<file path="src/rtl/hy4_pkg.sv">
// Shared types and helpers for the hy4 digit-serial signed MAC.
// Latency: n/a (types, constants and pure functions only).
// Backpressure: n/a.
package hy4_pkg;

    typedef enum logic [1:0] {
        IDLE = 2'd0,
        RUN  = 2'd1,
        FIN  = 2'd2,
        DONE = 2'd3
    } state_t;

    // Radix-4 Booth digit, range -2..+2
    typedef logic signed [2:0] digit_t;

    // Recode the bit triple {x[2i+1], x[2i], x[2i-1]} into a Booth digit
    function automatic digit_t booth_digit(input logic [2:0] b);
        case (b)
            3'b001, 3'b010: return 3'b001;   // +1
            3'b011:         return 3'b010;   // +2
            3'b100:         return 3'b110;   // -2
            3'b101, 3'b110: return 3'b111;   // -1
            default:        return 3'b000;   // 000 / 111 -> 0
        endcase
    endfunction

    function automatic int calc_ndig(input int dw);
        return dw / 2;
    endfunction

    function automatic int calc_aw(input int dw, input int cw, input int guard);
        return dw + cw + guard;
    endfunction

    // Digit counter width, never less than one bit
    function automatic int calc_cntw(input int ndig);
        return (ndig > 1) ? $clog2(ndig) : 1;
    endfunction

endpackage

</file>
<file path="src/rtl/hy4_booth_pp.sv">
// Booth partial product: digit * coef << 2*shift, sign-extended to AW bits.
// Latency: combinational.
// Backpressure: none; negation is ~pp here plus neg injected as a +1 by the caller.
module hy4_booth_pp
    import hy4_pkg::*;
#(
    parameter int CW = 8,
    parameter int AW = 26,
    parameter int SW = 3
) (
    input  digit_t          digit,
    input  logic [CW-1:0]   coef,
    input  logic [SW-1:0]   shift,
    output logic [AW-1:0]   pp,
    output logic            neg
);

    logic [AW-1:0] c_ext;
    logic [AW-1:0] mag;
    logic [AW-1:0] shifted;

    // Select |digit| * coef, shift into digit position, one's-complement when negative
    always_comb begin
        c_ext   = {{(AW-CW){coef[CW-1]}}, coef};
        mag     = '0;
        neg     = digit[2];
        case (digit)
            3'b001, 3'b111: mag = c_ext;
            3'b010, 3'b110: mag = c_ext << 1;
            default:        mag = '0;
        endcase
        shifted = mag << {shift, 1'b0};
        pp      = neg ? ~shifted : shifted;
    end

endmodule

</file>
<file path="src/rtl/hy4_serial_mac.sv">
// Digit-serial signed MAC: radix-4 Booth, carry-save accumulate, one resolve cycle.
// Latency: out_valid NDIG+1 cycles after acceptance; one result per NDIG+2 cycles sustained.
// Backpressure: result held in DONE until out_ready; new operands accepted on that same edge.
// Optional: define HY4_SAT_EN to saturate out_y to the signed OW range (accumulator still wraps).
module hy4_serial_mac
    import hy4_pkg::*;
#(
    parameter int DW    = 14,
    parameter int CW    = 8,
    parameter int GUARD = 4,
    parameter int OW    = 16
) (
    input  logic            clk,
    input  logic            rst,
    input  logic            in_valid,
    output logic            in_ready,
    input  logic [DW-1:0]   in_x,
    input  logic [CW-1:0]   in_c,
    input  logic            in_acc,
    output logic            out_valid,
    input  logic            out_ready,
    output logic [OW-1:0]   out_y,
    output logic            busy
);

    localparam int NDIG = calc_ndig(DW);
    localparam int AW   = calc_aw(DW, CW, GUARD);
    localparam int CNTW = calc_cntw(NDIG);
    localparam logic [CNTW-1:0] LAST = CNTW'(NDIG - 1);

    state_t          state;
    state_t          state_nx;
    logic [CNTW-1:0] cnt;
    logic [DW:0]     xr;        // {x, 0}: low three bits always hold the current Booth triple
    logic [CW-1:0]   cr;
    logic [AW-1:0]   sum;
    logic [AW-1:0]   carry;
    logic [AW-1:0]   acc_res;
    logic [AW-1:0]   res_nx;
    logic [AW-1:0]   pp;
    logic [AW-1:0]   maj;
    logic            pp_neg;
    digit_t          dig;
    logic            accept;
    logic [OW-1:0]   out_nx;

    assign dig    = booth_digit(xr[2:0]);
    assign accept = in_valid && in_ready;
    assign res_nx = sum + carry;
    assign maj    = (sum & carry) | (sum & pp) | (carry & pp);

    hy4_booth_pp #(
        .CW (CW),
        .AW (AW),
        .SW (CNTW)
    ) u_pp (
        .digit (dig),
        .coef  (cr),
        .shift (cnt),
        .pp    (pp),
        .neg   (pp_neg)
    );

`ifdef HY4_SAT_EN
    // Clamp when the bits above the OW sign bit are not a pure sign extension
    always_comb begin
        if ((&res_nx[AW-1:OW-1]) || !(|res_nx[AW-1:OW-1]))
            out_nx = res_nx[OW-1:0];
        else if (res_nx[AW-1])
            out_nx = {1'b1, {(OW-1){1'b0}}};
        else
            out_nx = {1'b0, {(OW-1){1'b1}}};
    end
`else
    assign out_nx = res_nx[OW-1:0];
`endif

    // State register
    always_ff @(posedge clk) begin
        if (rst)
            state <= IDLE;
        else
            state <= state_nx;
    end

    // Next-state logic
    always_comb begin
        state_nx = state;
        case (state)
            IDLE:    if (in_valid) state_nx = RUN;
            RUN:     if (cnt == LAST) state_nx = FIN;
            FIN:     state_nx = DONE;
            DONE:    if (out_ready) state_nx = in_valid ? RUN : IDLE;
            default: state_nx = IDLE;
        endcase
    end

    // Handshake and status outputs decoded from state
    always_comb begin
        in_ready  = 1'b0;
        out_valid = 1'b0;
        busy      = 1'b0;
        case (state)
            IDLE:     in_ready = 1'b1;
            RUN, FIN: busy = 1'b1;
            DONE: begin
                in_ready  = out_ready;
                out_valid = 1'b1;
            end
            default: ;
        endcase
    end

    // Datapath: operand latch/seed, carry-save digit step, resolve and output load
    always_ff @(posedge clk) begin
        if (rst) begin
            sum     <= '0;
            carry   <= '0;
            acc_res <= '0;
            cnt     <= '0;
            xr      <= '0;
            cr      <= '0;
            out_y   <= '0;
        end else if (accept) begin
            xr    <= {in_x, 1'b0};
            cr    <= in_c;
            cnt   <= '0;
            sum   <= in_acc ? acc_res : '0;
            carry <= '0;
        end else if (state == RUN) begin
            sum   <= sum ^ carry ^ pp;
            carry <= {maj[AW-2:0], pp_neg};   // vacated LSB carries the +1 of a negated product
            xr    <= xr >> 2;
            cnt   <= cnt + 1'b1;
        end else if (state == FIN) begin
            acc_res <= res_nx;
            out_y   <= out_nx;
        end
    end

endmodule

</file>
<file path="config.mk">
export PLATFORM = sky130hd
export DESIGN_NAME = hy4_serial_mac
export DESIGN_NICKNAME = d
export VERILOG_FILES = /design/src/rtl/hy4_pkg.sv /design/src/rtl/hy4_booth_pp.sv /design/src/rtl/hy4_serial_mac.sv
export SDC_FILE = /design/constraint.sdc
export NUM_CORES = 1
export LEC_CHECK = 0
export CORE_MARGIN = 1.5
export CORE_UTILIZATION = 29
export DETAILED_ROUTE_END_ITERATION = 16
export MAX_ROUTING_LAYER = met4
export PLACE_DENSITY = 0.51
export SETUP_SLACK_MARGIN = 0.1
export SYNTH_ARGS = -nofsm -noshare
export SYNTH_HDL_FRONTEND = slang
export SYNTH_SLANG_ARGS = --single-unit
</file>
<file path="constraint.sdc">
create_clock -name clk -period 2.6 [get_ports clk]
set_clock_uncertainty 0.05 [all_clocks]
set_input_delay 0.26 -clock clk [delete_from_list [all_inputs] [get_ports clk]]
set_output_delay 0.26 -clock clk [all_outputs]
set_load 0.03 [all_outputs]
</file>
# After elaboration in Yosys (flattened, before gate mapping)
# Cells that the tools add are included.
[word_totals] ff_bits=122 elab_cells=66
[classes] add_sub_neg=2 eq_ne=17 shift=1 mux=16 bitwise_logic=10 reduce_logical=11
[op_table] operator="26-bit two-way mux" n=4
[op_table] operator="25-bit bitwise AND" n=3
[op_table] operator="26-bit one-hot mux with 2 select lines" n=1
[op_table] operator="26-bit XOR" n=2
[op_table] operator="25-bit bitwise OR" n=2
[op_table] operator="15-bit two-way mux" n=2
[op_table] operator="26-bit adder" n=1
[op_table] operator="26-bit NOT" n=1
[op_table] operator="26-bit by 4-bit << shifter with 26-bit output" n=1
[op_table] operator="3-bit equality test, second input constant" n=6
[op_table] operator="3-bit one-hot mux with 4 select lines" n=1
[op_table] operator="2-bit OR reduction" n=6
[op_table] operator="3-bit by 2-bit equality test with 1-bit output, second input constant" n=3
[op_table] operator="2-bit one-hot mux with 4 select lines" n=1
[op_table] operator="3-bit by 1-bit equality test with 1-bit output, second input constant" n=2
[op_table] operator="2-bit two-way mux" n=3
[op_table] operator="2-bit != test, second input constant" n=3
[op_table] operator="3-bit AND reduction" n=2
[op_table] operator="2-bit equality test, second input constant" n=2
[op_table] operator="3-bit by 1-bit adder with 3-bit output, second input constant" n=1
[op_table] operator="1-bit two-way mux" n=3
[op_table] operator="2-bit by 1-bit equality test with 1-bit output, second input constant" n=1
[op_table] operator="2-bit zero test" n=1
[op_table] operator="1-bit NOT" n=2
[op_table] operator="3 further kinds" n=3

# Longest topological paths before layout
[depth] ltp_word=12 depth_mapped=11 depth_no_buf=9

# Cells and area by module
# Synthesis repeated with hierarchy kept, for this count alone.
[hier_totals] cells_unflattened=607 area_unflattened_um2=5257.5
[by_module_without_submodules] mod="hy4_serial_mac" instances=1 cells_each=468 area_each_um2=4244.1 seq_area_each_um2=1521.5
[by_module_without_submodules] mod="hy4_booth_pp" instances=1 cells_each=139 area_each_um2=1013.5 seq_area_each_um2=0.0

# Worst setup path before layout
# No wires, ideal clock.
[synth_path] path_kind="flip-flop to flip-flop" start="register xr[1]" end="register sum[12]" t_arrival_ns=2.408 required_time_ns=2.480 slack_ns=0.072 stages_incl_launch_ff=11 n_path_buf=1 period_less_slack_ns=2.528 cell_sequence="dfxtp_1 -> xor2_1 -> buf_2 -> a211oi_1 -> o32ai_1 -> a211oi_1 -> xor2_1 -> fa_1 -> nand2_1 -> o211ai_1 -> a21oi_1"
[synth_via] elab_chain_len=12 elab_cells_between_ends=22 cone_classes="eq/ne (10); shift (1); mux (5); bitwise (2); reduce/logical (4)"
[synth_rtl] item="start: declaration" line_no="hy4_serial_mac.sv:34" rtl="logic [DW:0] xr;"
[synth_rtl] item="start signal: assignment" line_no="hy4_serial_mac.sv:125" rtl="xr <= {in_x, 1'b0};"
[synth_rtl] item="start signal: assignment" line_no="hy4_serial_mac.sv:133" rtl="xr <= xr >> 2;"
[synth_rtl] item="3-bit equality test (tied with other cells)" line_no="hy4_pkg.sv:18" rtl="case (b)"
[synth_rtl] item="2-bit OR reduction" line_no="hy4_pkg.sv:18"
[synth_rtl] item="3-bit one-hot mux with 4 select lines (*)" line_no="hy4_pkg.sv:18"
[synth_rtl] item="3-bit by 2-bit equality test with 1-bit output (tied with other cells)" line_no="hy4_booth_pp.sv:27" rtl="case (digit)"
[synth_rtl] item="2-bit OR reduction" line_no="hy4_booth_pp.sv:27"
[synth_rtl] item="26-bit one-hot mux with 2 select lines" line_no="hy4_booth_pp.sv:27"
[synth_rtl] item="26-bit by 4-bit << shifter with 26-bit output" line_no="hy4_booth_pp.sv:32" rtl="shifted = mag << {shift, 1'b0};"
[synth_rtl] item="26-bit NOT" line_no="hy4_booth_pp.sv:33" rtl="pp = neg ? ~shifted : shifted;"
[synth_rtl] item="26-bit two-way mux (*)" line_no="hy4_booth_pp.sv:33"
[synth_rtl] item="26-bit XOR (*)" line_no="hy4_serial_mac.sv:131" rtl="sum <= sum ^ carry ^ pp;"
[synth_rtl] item="26-bit two-way mux (*)" line_no="hy4_serial_mac.sv:130" rtl="end else if (state == RUN) begin"
[synth_rtl] item="26-bit two-way mux (*)" line_no="hy4_serial_mac.sv:124" rtl="end else if (accept) begin"
[synth_rtl] item="end signal: assignment" line_no="hy4_serial_mac.sv:128" rtl="sum <= in_acc ? acc_res : '0;"
[synth_rtl] item="end signal: assignment" line_no="hy4_serial_mac.sv:131"
[synth_rtl] item="end: declaration" line_no="hy4_serial_mac.sv:36" rtl="logic [AW-1:0] sum;"
# Every way passes the cells marked *; elsewhere a longest branch is shown, timed or not. The select of a mux whose other input is x is not followed.
# A chain may end at the register's enable or synchronous reset.

# Worst setup path after layout
# Ends and elaborated chain as after synthesis.

==> out/results.txt <==
Pwr Total -> 7.75 mW
crit path from -> xr[1]
RSZ-0062 raised after global routing -> true
Min Clock Period, post-route -> 2690 ps
Final #Nets -> 750
post-synthesis sequential area ratio -> 0.297
area of the multi-input gates -> 3450 um^2
PortBufs -> 45
CTS H-tree lvls -> 3
initial antenna violation count -> 0
filler cell count -> 1728
core box area -> 17300 um^2
DIE WIDTH -> 136 um
Routed WL -> 14400 um
syn nets -> 675
Avg WL per Cell -> 15.7 um
max-cap violation count -> 0
combinational share of power -> 0.594
Final Cell Area -> 6700 um^2
Yosys reg bits -> 76
Flop pwr share -> 0.249
CP Data Arrival Time -> 2910 ps
first-pass GRT wire length -> 23300 um
post-placement cell count -> 889
post-route ant nets -> 0
via/cell ratio -> 5.22
Final Hold Viols -> 0
largest net degree at the start of global routing -> 59
share of cells above drive strength 1 -> 0.197
switching share of power -> 0.449
Distinct cells, synth -> 65
Starting DRT DRC Count -> 186
vias in the first global route -> 4570
final core occ -> 0.387
post-route insts no fill -> 916
via count -> 4777
GP Congestion -> 0.881
largest fanout on the critical path -> 7
max-slew violations -> 0
DIE AREA -> 18500 um^2
Final WS setup -> -87.0 ps
# DRC -> 0
ys flop type -> dfxtp_1
n_diodes -> 0
clk sinks -> 76
Worst R2R Start -> xr[1]
height of the die -> 136 um
clk_lat worst skew -> 340 ps
CP required -> 2820 ps
Tcrit/Tclk final -> 1.03
starting density of the core -> 0.296
P per Cell Area -> 1160 nW/um^2
status -> finished, violations left
grt total ovfl -> 0
mapped cell area -> 5120 um^2
dpl cell area -> 6080 um^2
element type at the critical path end -> flip-flop
clk slew on worst S/H paths -> 70 ps
Mapped Cells -> 611
hold_sp -> rst
number of buffers created by CTS -> 9
DP Worst Slack -> -375 ps
row cnt -> 48
failing checks -> setup timing
worst slew pin tran -> 537 ps
Syn. warnings -> 0
final setup vio count -> 10
Critical Path Source Type -> flip-flop
CTS tree -> built
top achievable clock speed -> 372 MHz
number of synthesized flops with an enable pin -> 0
Int Pwr -> 4.27 mW
mean post-synth cell area -> 8.39 um^2
Clock Power Share -> 0.157
hpwl dp -> 10500 um
critical setup path kind -> flip-flop to flip-flop
Reg area -> 1530 um^2
WHS -> 319 ps
gr usage total -> 0.166
worst-case clock buffer depth -> 2
drt first pass iters -> 4
root buffer cell -> clkbuf_16
P_leak -> 2.32 nW
Layout area overhead -> 30.7%
Async S/R FF share, synth -> 0
post-route setup TNS -> -366 ps
Max VDD drop -> 0.000890 V
num ports -> 46
Hold WC Path Type -> input port to flip-flop
Sw Pwr -> 3.48 mW
Rel. slew slack -> 0.640
Yosys cell counts, types with 4 or more instances:
cell | number | area [um^2]
dfxtp_1 | 76 | 1520
nand2_1 | 51 | 191
a21oi_1 | 50 | 250
nor2_1 | 49 | 184
inv_1 | 44 | 165
a211oi_1 | 43 | 323
clkbuf_1 | 35 | 131
nand3_1 | 25 | 125
ha_1 | 21 | 263
mux2i_1 | 20 | 200
o211ai_1 | 17 | 128
fa_1 | 16 | 320
xnor2_1 | 14 | 123
nor3_1 | 13 | 65.1
o21ai_0 | 12 | 60.1
xor2_1 | 10 | 87.6
nand2b_1 | 8 | 50.1
and4b_1 | 6 | 60.1
and4bb_2 | 6 | 75.1
o221ai_1 | 6 | 52.6
a211o_1 | 5 | 43.8
a21o_1 | 5 | 37.5
o21a_1 | 5 | 37.5
buf_1 | 4 | 15.0
buf_2 | 4 | 20.0
or3_1 | 4 | 25.0
worst max-delay path, cell delays in order, from the launching register on:
cell and delay, ps:
dfxtp_2 340, buf_6 130, buf_6 120, or3_4 360
nand4_1 180, buf_4 140, o221ai_2 80, a211oi_2 210
xor2_1 260, fa_1 450, nand2_1 70, o211ai_1 80
a21oi_1 130
cell usage in the layout, fill, tap and decap left out, types with 4 or more instances in the layout:
cell type / synthesis / layout
inv_1: 44 / 44
ha_1: 21 / 20
clkdlybuf4s50_1: 0 / 43
xor2_1: 10 / 7
buf_4: 0 / 58
o21a_1: 5 / 5
nor2_1: 49 / 46
xnor2_1: 14 / 12
dfxtp_1: 76 / 73
mux2i_1: 20 / 20
a211oi_1: 43 / 36
o221ai_1: 6 / 4
o211ai_1: 17 / 17
a21o_1: 5 / 5
a211o_1: 5 / 5
nor3_2: 0 / 4
nand2b_1: 8 / 8
nor3_1: 13 / 9
o21ai_0: 12 / 11
buf_6: 2 / 5
clkbuf_16: 0 / 9
and4b_1: 6 / 6
and4bb_2: 6 / 6
a211oi_2: 1 / 6
a21oi_1: 50 / 50
fa_1: 16 / 15
nand3_1: 25 / 25
nand2_1: 51 / 51
cell families after synthesis:
family / count (synthesis) / synth area share
compound gates: 174 / 0.235
xor+xnor: 24 / 0.0410
simple gates: 186 / 0.187
mux: 23 / 0.0500
buf+inv: 91 / 0.0759
fa+ha+maj: 37 / 0.114
flops: 76 / 0.297
power groups by stage:
stage          combinational [mW]  clock [mW]  sequential, mW
6_report                     4.61        1.21            1.93
3_3_place_gp                 4.24           0            1.92
4_1_cts                      4.52        1.25            1.93
2_1_floorplan                3.01           0            1.91
5_1_grt                      5.09        1.31            1.99
3_5_place_dp                 4.31           0            1.94
routing by layer:
metal	vias up	GRT usage	part of all wire
li1	2350	-	-
met1	2308	0.210	0.48
met2	104	0.269	0.47
met3	15	0.0313	0.034
met4	0	0.0491	0.017
met5	-	-	0
layout make-up:
cell class,instances,area share
timing repair buffer,111,0.147
clock inverter,6,0.00710
multi-input combinational,444,0.515
tap,225,0.0420
sequential,76,0.228
clock buffer,10,0.0357
inverter,44,0.0247
path summary, 6_finish.rpt:
check,endpoint,slack (ps),cells past startpoint
worst max-delay path,sum[12],-90,12
worst min-delay path,out_y[6],320,2
worst max register to register,sum[12],-90,12
worst min register to register,sum[3],430,2
registers in the layout, summed over array words and instances (netlist names):
register and flops:
acc_res 1, carry 16, cnt 3, cr 8, out_y 15, state 2, sum 16, xr 15
repair_timing:
| item | 4_1_cts | 5_1_grt |
|---|---|---|
| gates cloned | 1 | 0 |
| endpoints found under the hold margin | 0 | 0 |
| buffers inserted | 7 | 3 |
| endpoints found under the setup margin | 18 | 29 |
| hold buffers | 0 | 0 |
| gates resized for setup | 27 | 24 |
| pin swaps | 20 | 15 |
Note: power is estimated with default switching activity, not from simulation.
